$ cat src/rtl/keypad_emulator_if.sv
// Key request handshake between a test/host block and the keypad emulator.
// The host (master) offers one key code per transfer; the emulator (slave)
// accepts it when KEY_VALID and KEY_READY are both high at a rising edge.
interface keypad_emulator_if;
  logic       KEY_VALID;
  logic [3:0] KEY_CODE;
  logic       KEY_READY;

  modport master (
    output KEY_VALID,
    output KEY_CODE,
    input  KEY_READY
  );

  modport slave (
    input  KEY_VALID,
    input  KEY_CODE,
    output KEY_READY
  );
endinterface

$ cat src/rtl/keypad_emulator.sv
// Keypad emulator: sits on the keypad side of a 4-column x 3-row matrix and
// answers the column-scanning FSM exactly like a physical key closure.
// A requested key is held for HOLD_SCANS activations of its own column, then
// released for GAP_SCANS activations of column B before the next request.
// A request that sees no column activity for TIMEOUT cycles is abandoned.
module keypad_emulator #(
  parameter int HOLD_SCANS = 4,
  parameter int GAP_SCANS  = 2,
  parameter int TIMEOUT    = 1023
) (
  input  logic             CLK,
  input  logic             RST,
  keypad_emulator_if.slave keyIf,
  input  logic             B,
  input  logic             G,
  input  logic             F,
  input  logic             D,
  output logic             C,
  output logic             A,
  output logic             E,
  output logic             BUSY,
  output logic             DONE,
  output logic             ERR
);

  typedef enum logic [1:0] {
    IDLE    = 2'd0,
    PRESS   = 2'd1,
    RELEASE = 2'd2
  } state_t;

  // Counters compare against "last value" so a hit happens on the activation
  // that brings the count up to the programmed number.
  localparam logic [3:0] HOLD_LAST = 4'(HOLD_SCANS - 1);
  localparam logic [3:0] GAP_LAST  = 4'(GAP_SCANS - 1);
  localparam logic [9:0] TMO_LAST  = 10'(TIMEOUT - 1);

  state_t     r_state;
  logic [3:0] r_prevCol;
  logic [3:0] r_cnt;
  logic [9:0] r_tmo;
  logic [1:0] r_keyCol;
  logic [1:0] r_keyRow;
  logic       r_done;
  logic       r_err;

  // Column bit order: 0 = B, 1 = G, 2 = F, 3 = D.
  logic [3:0] w_col;
  logic       w_legal;
  logic [3:0] w_act;
  logic       w_anyAct;
  logic       w_keyAct;
  logic       w_xfer;
  logic       w_codeOk;
  logic [1:0] w_codeCol;
  logic [1:0] w_codeRow;
  logic [2:0] w_rows;

  assign w_col    = {D, F, G, B};
  // Multi-hot column states are treated as glitches: no activations, no rows.
  assign w_legal  = ((w_col & (w_col - 4'd1)) == 4'd0);
  assign w_act    = w_legal ? (w_col & ~r_prevCol) : 4'd0;
  assign w_anyAct = |w_act;
  assign w_keyAct = w_act[r_keyCol];

  assign keyIf.KEY_READY = (r_state == IDLE) && !RST;
  assign w_xfer          = keyIf.KEY_VALID && keyIf.KEY_READY;

  assign BUSY = (r_state != IDLE);
  assign DONE = r_done && !RST;
  assign ERR  = r_err && !RST;
  assign C    = w_rows[0];
  assign A    = w_rows[1];
  assign E    = w_rows[2];

  // Translate the offered key code into its (column, row) position on the matrix.
  always_comb begin
    w_codeOk  = 1'b1;
    w_codeCol = 2'd0;
    w_codeRow = 2'd0;
    case (keyIf.KEY_CODE)
      4'd1:    {w_codeCol, w_codeRow} = {2'd0, 2'd0};
      4'd2:    {w_codeCol, w_codeRow} = {2'd0, 2'd1};
      4'd3:    {w_codeCol, w_codeRow} = {2'd0, 2'd2};
      4'd4:    {w_codeCol, w_codeRow} = {2'd1, 2'd0};
      4'd5:    {w_codeCol, w_codeRow} = {2'd1, 2'd1};
      4'd6:    {w_codeCol, w_codeRow} = {2'd1, 2'd2};
      4'd7:    {w_codeCol, w_codeRow} = {2'd2, 2'd0};
      4'd8:    {w_codeCol, w_codeRow} = {2'd2, 2'd1};
      4'd9:    {w_codeCol, w_codeRow} = {2'd2, 2'd2};
      4'd10:   {w_codeCol, w_codeRow} = {2'd3, 2'd0};
      4'd0:    {w_codeCol, w_codeRow} = {2'd3, 2'd1};
      4'd11:   {w_codeCol, w_codeRow} = {2'd3, 2'd2};
      default: w_codeOk = 1'b0;
    endcase
  end

  // Rows follow the live column level so the scanner sees the closure in the same cycle it drives the column.
  always_comb begin
    w_rows = 3'b000;
    if (!RST && (r_state == PRESS) && w_legal && w_col[r_keyCol]) begin
      case (r_keyRow)
        2'd0:    w_rows = 3'b001;
        2'd1:    w_rows = 3'b010;
        default: w_rows = 3'b100;
      endcase
    end
  end

  // Request FSM: accept a key, count hold scans, count release scans, watch for a stalled scanner.
  always_ff @(posedge CLK) begin
    if (RST) begin
      r_state   <= IDLE;
      r_prevCol <= 4'd0;
      r_cnt     <= 4'd0;
      r_tmo     <= 10'd0;
      r_keyCol  <= 2'd0;
      r_keyRow  <= 2'd0;
      r_done    <= 1'b0;
      r_err     <= 1'b0;
    end else begin
      r_prevCol <= w_col;
      r_done    <= 1'b0;
      r_err     <= 1'b0;
      case (r_state)
        IDLE: begin
          if (w_xfer) begin
            if (w_codeOk) begin
              r_keyCol <= w_codeCol;
              r_keyRow <= w_codeRow;
              r_cnt    <= 4'd0;
              r_tmo    <= 10'd0;
              r_state  <= PRESS;
            end else begin
              r_err <= 1'b1;
            end
          end
        end
        PRESS: begin
          if (w_anyAct) begin
            r_tmo <= 10'd0;
            if (w_keyAct) begin
              if (r_cnt == HOLD_LAST) begin
                r_cnt   <= 4'd0;
                r_state <= RELEASE;
              end else begin
                r_cnt <= r_cnt + 4'd1;
              end
            end
          end else if (r_tmo == TMO_LAST) begin
            r_state <= IDLE;
            r_err   <= 1'b1;
          end else begin
            r_tmo <= r_tmo + 10'd1;
          end
        end
        RELEASE: begin
          if (w_anyAct) begin
            r_tmo <= 10'd0;
            if (w_act[0]) begin
              if (r_cnt == GAP_LAST) begin
                r_cnt   <= 4'd0;
                r_state <= IDLE;
                r_done  <= 1'b1;
              end else begin
                r_cnt <= r_cnt + 4'd1;
              end
            end
          end else if (r_tmo == TMO_LAST) begin
            r_state <= IDLE;
            r_err   <= 1'b1;
          end else begin
            r_tmo <= r_tmo + 10'd1;
          end
        end
        default: r_state <= IDLE;
      endcase
    end
  end

endmodule
$ cat src/flat_wrapper.sv
// flat-port wrapper written by rule: the top's interface ports become plain ports
module keypad_emulator_flat 
#(
  parameter int HOLD_SCANS = 4,
  parameter int GAP_SCANS  = 2,
  parameter int TIMEOUT    = 1023
)
  (CLK, RST, B, G, F, D, C, A, E, BUSY, DONE, ERR, keyIf_KEY_VALID, keyIf_KEY_CODE, keyIf_KEY_READY);
  keypad_emulator_if keyIf_i ();
  input  logic CLK;
  input  logic RST;
  input  logic B;
  input  logic G;
  input  logic F;
  input  logic D;
  output logic C;
  output logic A;
  output logic E;
  output logic BUSY;
  output logic DONE;
  output logic ERR;
  input wire logic [$bits(keyIf_i.KEY_VALID)-1:0] keyIf_KEY_VALID;
  input wire logic [$bits(keyIf_i.KEY_CODE)-1:0] keyIf_KEY_CODE;
  output wire logic [$bits(keyIf_i.KEY_READY)-1:0] keyIf_KEY_READY;
  assign keyIf_i.KEY_VALID = keyIf_KEY_VALID;
  assign keyIf_i.KEY_CODE = keyIf_KEY_CODE;
  assign keyIf_KEY_READY = keyIf_i.KEY_READY;
  keypad_emulator #(.HOLD_SCANS(HOLD_SCANS), .GAP_SCANS(GAP_SCANS), .TIMEOUT(TIMEOUT)) u_core (.CLK(CLK), .RST(RST), .keyIf(keyIf_i), .B(B), .G(G), .F(F), .D(D), .C(C), .A(A), .E(E), .BUSY(BUSY), .DONE(DONE), .ERR(ERR));
endmodule
$ cat config.mk
export PLATFORM = sky130hd
export DESIGN_NAME = keypad_emulator_flat
export DESIGN_NICKNAME = d
export VERILOG_FILES = /design/src/rtl/keypad_emulator_if.sv /design/src/rtl/keypad_emulator.sv /design/src/flat_wrapper.sv
export SDC_FILE = /design/constraint.sdc
export NUM_CORES = 1
export LEC_CHECK = 0
export ABC_CLOCK_PERIOD_IN_PS = 2800
export CAP_MARGIN = 10
export CELL_PAD_IN_SITES_DETAIL_PLACEMENT = 1
export CELL_PAD_IN_SITES_GLOBAL_PLACEMENT = 1
export CORE_MARGIN = 4
export CORE_UTILIZATION = 35
export DETAILED_ROUTE_END_ITERATION = 10
export GPL_TIMING_DRIVEN = 0
export PLACE_DENSITY = 0.72
export SLEW_MARGIN = 0
export SYNTH_ARGS = -nofsm -noshare
export SYNTH_HDL_FRONTEND = slang
export SYNTH_SLANG_ARGS = --single-unit
$ cat constraint.sdc
create_clock -name CLK -period 2.8 [get_ports CLK]
set_clock_uncertainty 0.2 [all_clocks]
set_input_delay 0.56 -clock CLK [delete_from_list [all_inputs] [get_ports CLK]]
set_output_delay 0.56 -clock CLK [all_outputs]
set_load 0.05 [all_outputs]
==> results.json, run 1 <==
{
  "insertion_delay_ps": 270,
  "worst_pin_slew_ps": 568,
  "p_seq_share_pct": 34.6,
  "clk_path_buf_depth": 2,
  "ys_warn_count": 0,
  "clock_sinks": 26,
  "antenna_left": 0,
  "synth-seq-cells": 26,
  "dp_cells": 297,
  "synth_edf_count": 0,
  "pwr-share-comb_pct": 39.4,
  "synthArstFlopShare_pct": 0,
  "path_class": "in2out",
  "fmax_mhz": 369,
  "cts_tree": "done",
  "first_iter_violations": 58,
  "via_per_inst": 5.27,
  "drc": 0,
  "ios": 18,
  "wirelength_um": 4440,
  "drv_slew": 0,
  "core_um2": 4720,
  "power_leakage_nw": 0.730,
  "fin_crit_sh_pct": 96.8,
  "grt_max_degree": 16,
  "hpwlAfterDp_um": 3370,
  "synth_largest_type_area_fraction_pct": 30.6,
  "rows": 25,
  "synth_area_um2": 1700,
  "p_int_mw": 0.757,
  "switching_share_pct": 38.0,
  "crit_path_start": "RST",
  "finalSetupViolations": 0,
  "layout_min_cycle_time_ps": 2710,
  "post_cts_buffers": 0,
  "use_met3_pct": 1.97,
  "use_met2_pct": 24.9,
  "detailedPlace.worstSlack_ps": -816,
  "synthTopCellsByArea": "dfxtp_1 (31%), ha_1 (6.6%), nor2_1 (6.6%), a21oi_1 (3.8%), nor2b_1 (3.7%)",
  "cap_viol_max_count": 0,
  "dr_total_vias": 1587,
  "finalHoldViolCount": 0,
  "p_per_area_nw_per_um2": 599,
  "grt-busiest-layer": "met2",
  "cts_htree_levels": 1,
  "drive_gt1_share_pct": 12.8,
  "ys_types": 53,
  "synth_common_cells": "nor2_1 (30), dfxtp_1 (26), inv_1 (15), nand2_1 (15), a21oi_1 (13)",
  "antenna_found_initial": 0,
  "cts-root-buf": "clkbuf_8",
  "grt_pass1_vias": 1572,
  "end_kind": "output pin",
  "grt_use_met1_pct": 21.3,
  "die_x_um": 77.8,
  "syn_area_per_cell_um2": 7.92,
  "fin_ws_ps": 90.2,
  "worstHoldStart": "u_core.r_tmo[1]",
  "area_growth_pct": 19.5,
  "netlist_instances": 215,
  "yosys.area.top_type": "dfxtp_1",
  "slew_headroom_pct": 61.8,
  "final_util_pct": 43.1,
  "wl_per_cell_um": 14.7,
  "ys_seq_area_share_pct": 30.6,
  "synthMostInstantiatedCell": "nor2_1",
  "start_util_pct": 36.1,
  "r2r_start": "u_core.r_state[1]",
  "worstHoldPathType": "reg2reg",
  "syn-num-nets": 235,
  "port_buffers": 15,
  "synthFlopType": "dfxtp_1",
  "critPathRequiredTime_ps": 2040,
  "ir_drop_uv": 230,
  "grt_pass1_wl_um": 7640,
  "status": "finished, final reports clean",
  "p_sw_mw": 0.463,
  "pwr-share-clk_pct": 26.1,
  "clk_pin_slew_worst_paths_ps": 90,
  "gp_congestion": 0.771,
  "first_pass_iters": 4,
  "critPathMaxFanout": 6,
  "fin_cells": 301,
  "grt.overflow.total": 0,
  "diodes": 0,
  "startpoint_type": "input pin",
  "numCtsBuffers": 3,
  "arrival_ps": 1950,
  "die_h_um": 77.8,
  "nNetsFinal": 255,
  "grt_usage_pct": 15.4,
  "die_area_um2": 6050
}
## power groups by stage
stage	clock network [mW]	registers, mW	logic (mW)
after global routing	0.344	0.427	0.535
after detailed placement	0	0.429	0.473
after floorplan	0	0.422	0.344
after global placement	0	0.427	0.467
final	0.318	0.422	0.480
after CTS	0.334	0.421	0.472
## per-layer routing
layer | vias to the layer above | part of all wire (%)
met5 | - | 0
met4 | 0 | 1.2
met2 | 13 | 49
met1 | 770 | 49
li1 | 798 | -
met3 | 6 | 1.5
## layout by cell type, fill, tap and decap left out, types with 3 or more instances in the layout
master / count
nor2_1: 30
dfxtp_1: 26
inv_1: 15
nand2_1: 15
a21oi_1: 13
nor2b_1: 10
ha_1: 9
nand4_1: 7
clkdlybuf4s50_1: 7
xor2_1: 6
nor3_1: 6
o21ai_0: 5
nand3_1: 5
and2_1: 4
buf_2: 3
nor3b_2: 3
clkbuf_1: 3
and3_1: 3
or3_1: 3
o22ai_1: 3
clkbuf_8: 3
## worst paths after layout
check               endpoint  slack, ps  cells after the start
max                        A         90                      5
min          u_core.r_tmo[1]        320                      2
max reg2reg  u_core.r_cnt[3]        520                      8
min reg2reg  u_core.r_tmo[1]        320                      2
## per-stage QoR
stage          power [mW]  hold WS [ps]  instance area, um^2  setup TNS (ps)
6_report             1.22           318                 2040               0
5_1_grt              1.31           352                 2040           -11.5
4_1_cts              1.23           327                 2010               0
3_5_place_dp        0.903           301                 1950           -4830
3_3_place_gp        0.894           295                 1950           -4590
2_1_floorplan       0.766           269                 1710               0
## logic make-up after synthesis
logic type	synth area share (%)
compound gates	19.0
mux	1.32
buf+inv	5.44
xor+xnor	4.11
simple gates	32.9
flops	30.6
fa+ha+maj	6.61
## final cells by class
type,count,area [um^2]
plain buffers,7,37.5
clock buffers,3,41.3
clock inverters,1,30.0
fillers,591,2690
inverters,15,56.3
multi-input cells,167,1130
flip-flops and latches,26,520
well taps,67,83.8
repair buffers,15,136
## critical path, stage by stage
cell and delay, ps:
clkdlybuf4s50_1 530, inv_1 240, o2111ai_4 190, nor3b_2 200, buf_4 220
## sequential cells by signal, indices dropped and copies added (netlist names)
name / count
u_core.r_cnt: 4
u_core.r_done: 1
u_core.r_err: 1
u_core.r_keyCol: 2
u_core.r_keyRow: 2
u_core.r_prevCol: 4
u_core.r_state: 2
u_core.r_tmo: 10
## timing repair
item / CTS / global route
setup endpoints to repair: 6 / 10
hold endpoints to repair: 0 / 0
pin swaps: 0 / 1
gates resized for setup: 26 / 5
hold buffers: 0 / 0
No activity file was read; power rests on OpenSTA's default activity.
==> inputs of run 2 (changes only) <==
ABC_CLOCK_PERIOD_IN_PS = 2400   (was 2800)
CTS_CLUSTER_DIAMETER = 40   (was default)
PLACE_DENSITY = 0.75   (was 0.72)
clock period = 2.4 ns   (was 2.8 ns; I/O delays follow)
==> run 2 against run 1 <==
Compared with the run above:
- the flow now finishes with violations (setup timing)
- sequential power increased by 16%
- first-iteration DRC count decreased by 40%
- total power increased by 12%
- clock-buffer cell count increased by 1
- via count increased by 0.38%
- routed wire length decreased by 4.4%
- non-clock buffer count increased by 4
- die area unchanged
- combinational power increased by 22%
- critical path type unchanged
==> results.json, run 2 (same netlist as run 1, synthesis figures left out) <==
{
  "path_class": "in2out",
  "cts_htree_levels": 1,
  "die_area_um2": 6050,
  "die_h_um": 77.8,
  "slowest_delay_ps": 290,
  "startpoint_type": "input pin",
  "via_per_inst": 5.22,
  "cp_slowest_cell": "clkdlybuf4s15_2",
  "status": "complete, but fails checks",
  "detailedPlace.worstSlack_ps": -1060,
  "drive_gt1_share_pct": 20.6,
  "area_growth_pct": 25.6,
  "grt_pass1_wl_um": 7710,
  "diodes": 0,
  "fmax_mhz": 410,
  "finalSetupViolations": 2,
  "slew_headroom_pct": 64.3,
  "cap_viol_max_count": 0,
  "rsz0062_at_grt": "true",
  "grt.overflow.total": 0,
  "core_um2": 4720,
  "worstHoldPathType": "in2reg",
  "drv_slew": 0,
  "first_iter_violations": 35,
  "grt_max_degree": 15,
  "numCtsBuffers": 3,
  "top_regs": "u_core.r_tmo (10), u_core.r_cnt (4), u_core.r_prevCol (4)",
  "arrival_ps": 1760,
  "end_kind": "output pin",
  "drc": 0,
  "die_x_um": 77.8,
  "fin_ws_ps": -39.9,
  "p_per_area_nw_per_um2": 639,
  "hpwlAfterDp_um": 3240,
  "clk_path_buf_depth": 2,
  "crit_chain": "clkdlybuf4s15_2, a21oi_2, a21oi_2, o22ai_4, o2111ai_4, nor3b_4, buf_6",
  "layout_min_cycle_time_ps": 2440,
  "wl_per_cell_um": 13.9,
  "finalHoldViolCount": 0,
  "final_cell_mix": "nor2_1 (27), dfxtp_1 (24), nand2_1 (14), inv_1 (13), a21oi_1 (11)",
  "wirelength_um": 4240,
  "first_pass_iters": 4,
  "insertion_delay_ps": 280,
  "mostFrequentLayoutCell": "nor2_1",
  "clock_sinks": 26,
  "ios": 18,
  "rows": 25,
  "power_leakage_nw": 0.739,
  "antenna_found_initial": 0,
  "cts_tree": "done",
  "clk_pin_slew_worst_paths_ps": 100,
  "start_util_pct": 36.1,
  "dp_cells": 297,
  "largest_register": "u_core.r_tmo",
  "critPathMaxFanout": 8,
  "critPathRequiredTime_ps": 1720,
  "violations": "setup timing",
  "gp_congestion": 0.768,
  "cts-root-buf": "clkbuf_8",
  "ir_drop_uv": 237,
  "grt_pass1_vias": 1615,
  "worst_pin_slew_ps": 536,
  "port_buffers": 15,
  "antenna_left": 0,
  "fin_crit_sh_pct": 102,
  "grt_usage_pct": 15.5,
  "nNetsFinal": 259,
  "largest_reg_flops": 10,
  "total_power_mw": 1.37,
  "fin_cells": 305,
  "dr_total_vias": 1593,
  "crit_path_frequent_cell": "a21oi_2"
}
## run 2: changes by cell type in the layout (fill, tap and decap cells not counted), moves of 3 or more
cell	delta
buf_6	+3
nor2_1	-3
buf_4	+3
buf_2	-3
## run 2: critical path: cells and delay by family
kind	cells	cell delay [ps]
AND/OR/NAND/NOR	1	230
AO/OA/AOI/OAI	4	580
buffers and inverters	2	470
## run 2: area by class of cell
type / count / area (um^2)
well taps: 67 / 83.8
clock buffers: 4 / 55.1
repair buffers: 19 / 171
inverters: 15 / 56.3
fillers: 581 / 2580
multi-input cells: 167 / 1190
flip-flops and latches: 26 / 528
plain buffers: 7 / 50.0
## run 2: repair_timing
item / in CTS / in global routing
hold buffers: 0 / 0
endpoints found under the setup margin: 21 / 17
pin swaps: 5 / 6
gates resized for setup: 44 / 15
setup buffers: 1 / 3
## run 2: per-stage QoR
step                utilization (%)  setup TNS, ps  cell area, um^2  hold slack (ps)
CTS                            44.4          -92.4             2100              262
finish                         45.3          -75.9             2140              266
global placement               42.1         -10710             1990              291
floorplan                         -          -51.3             1760              269
detailed placement             42.1         -11170             1990              301
global route                   45.3           -311             2140              283
## run 2: worst paths after layout
check	start	endpoint	slack, ps	cells past startpoint
max	G	A	-40	7
min	D	u_core.r_prevCol[3]	270	2
max reg2reg	u_core.r_cnt[0]	u_core.r_state[0]	200	6
min reg2reg	u_core.r_cnt[0]	u_core.r_cnt[0]	320	2
## run 2: power breakdown
group	leakage, nW	switching (mW)	internal (mW)
Clock	0.0288	0.144	0.147
Sequential	0.213	0.0299	0.462
Combinational	0.497	0.373	0.213
Total	0.739	0.547	0.821
## run 2: routing by layer
| metal | part of all wire [%] | GRT usage (%) | up-vias |
|---|---|---|---|
| met2 | 50 | 26.2 | 13 |
| li1 | - | - | 816 |
| met4 | 1.2 | 4.80 | 0 |
| met1 | 47 | 20.4 | 759 |
| met3 | 1.7 | 2.09 | 5 |
| met5 | 0 | 0 | - |
==> inputs of run 3 (changes only) <==
SLEW_MARGIN = default   (was 0)
==> results of run 3 <==
The final DEF is identical to that of run 2; final timing and power are the same.
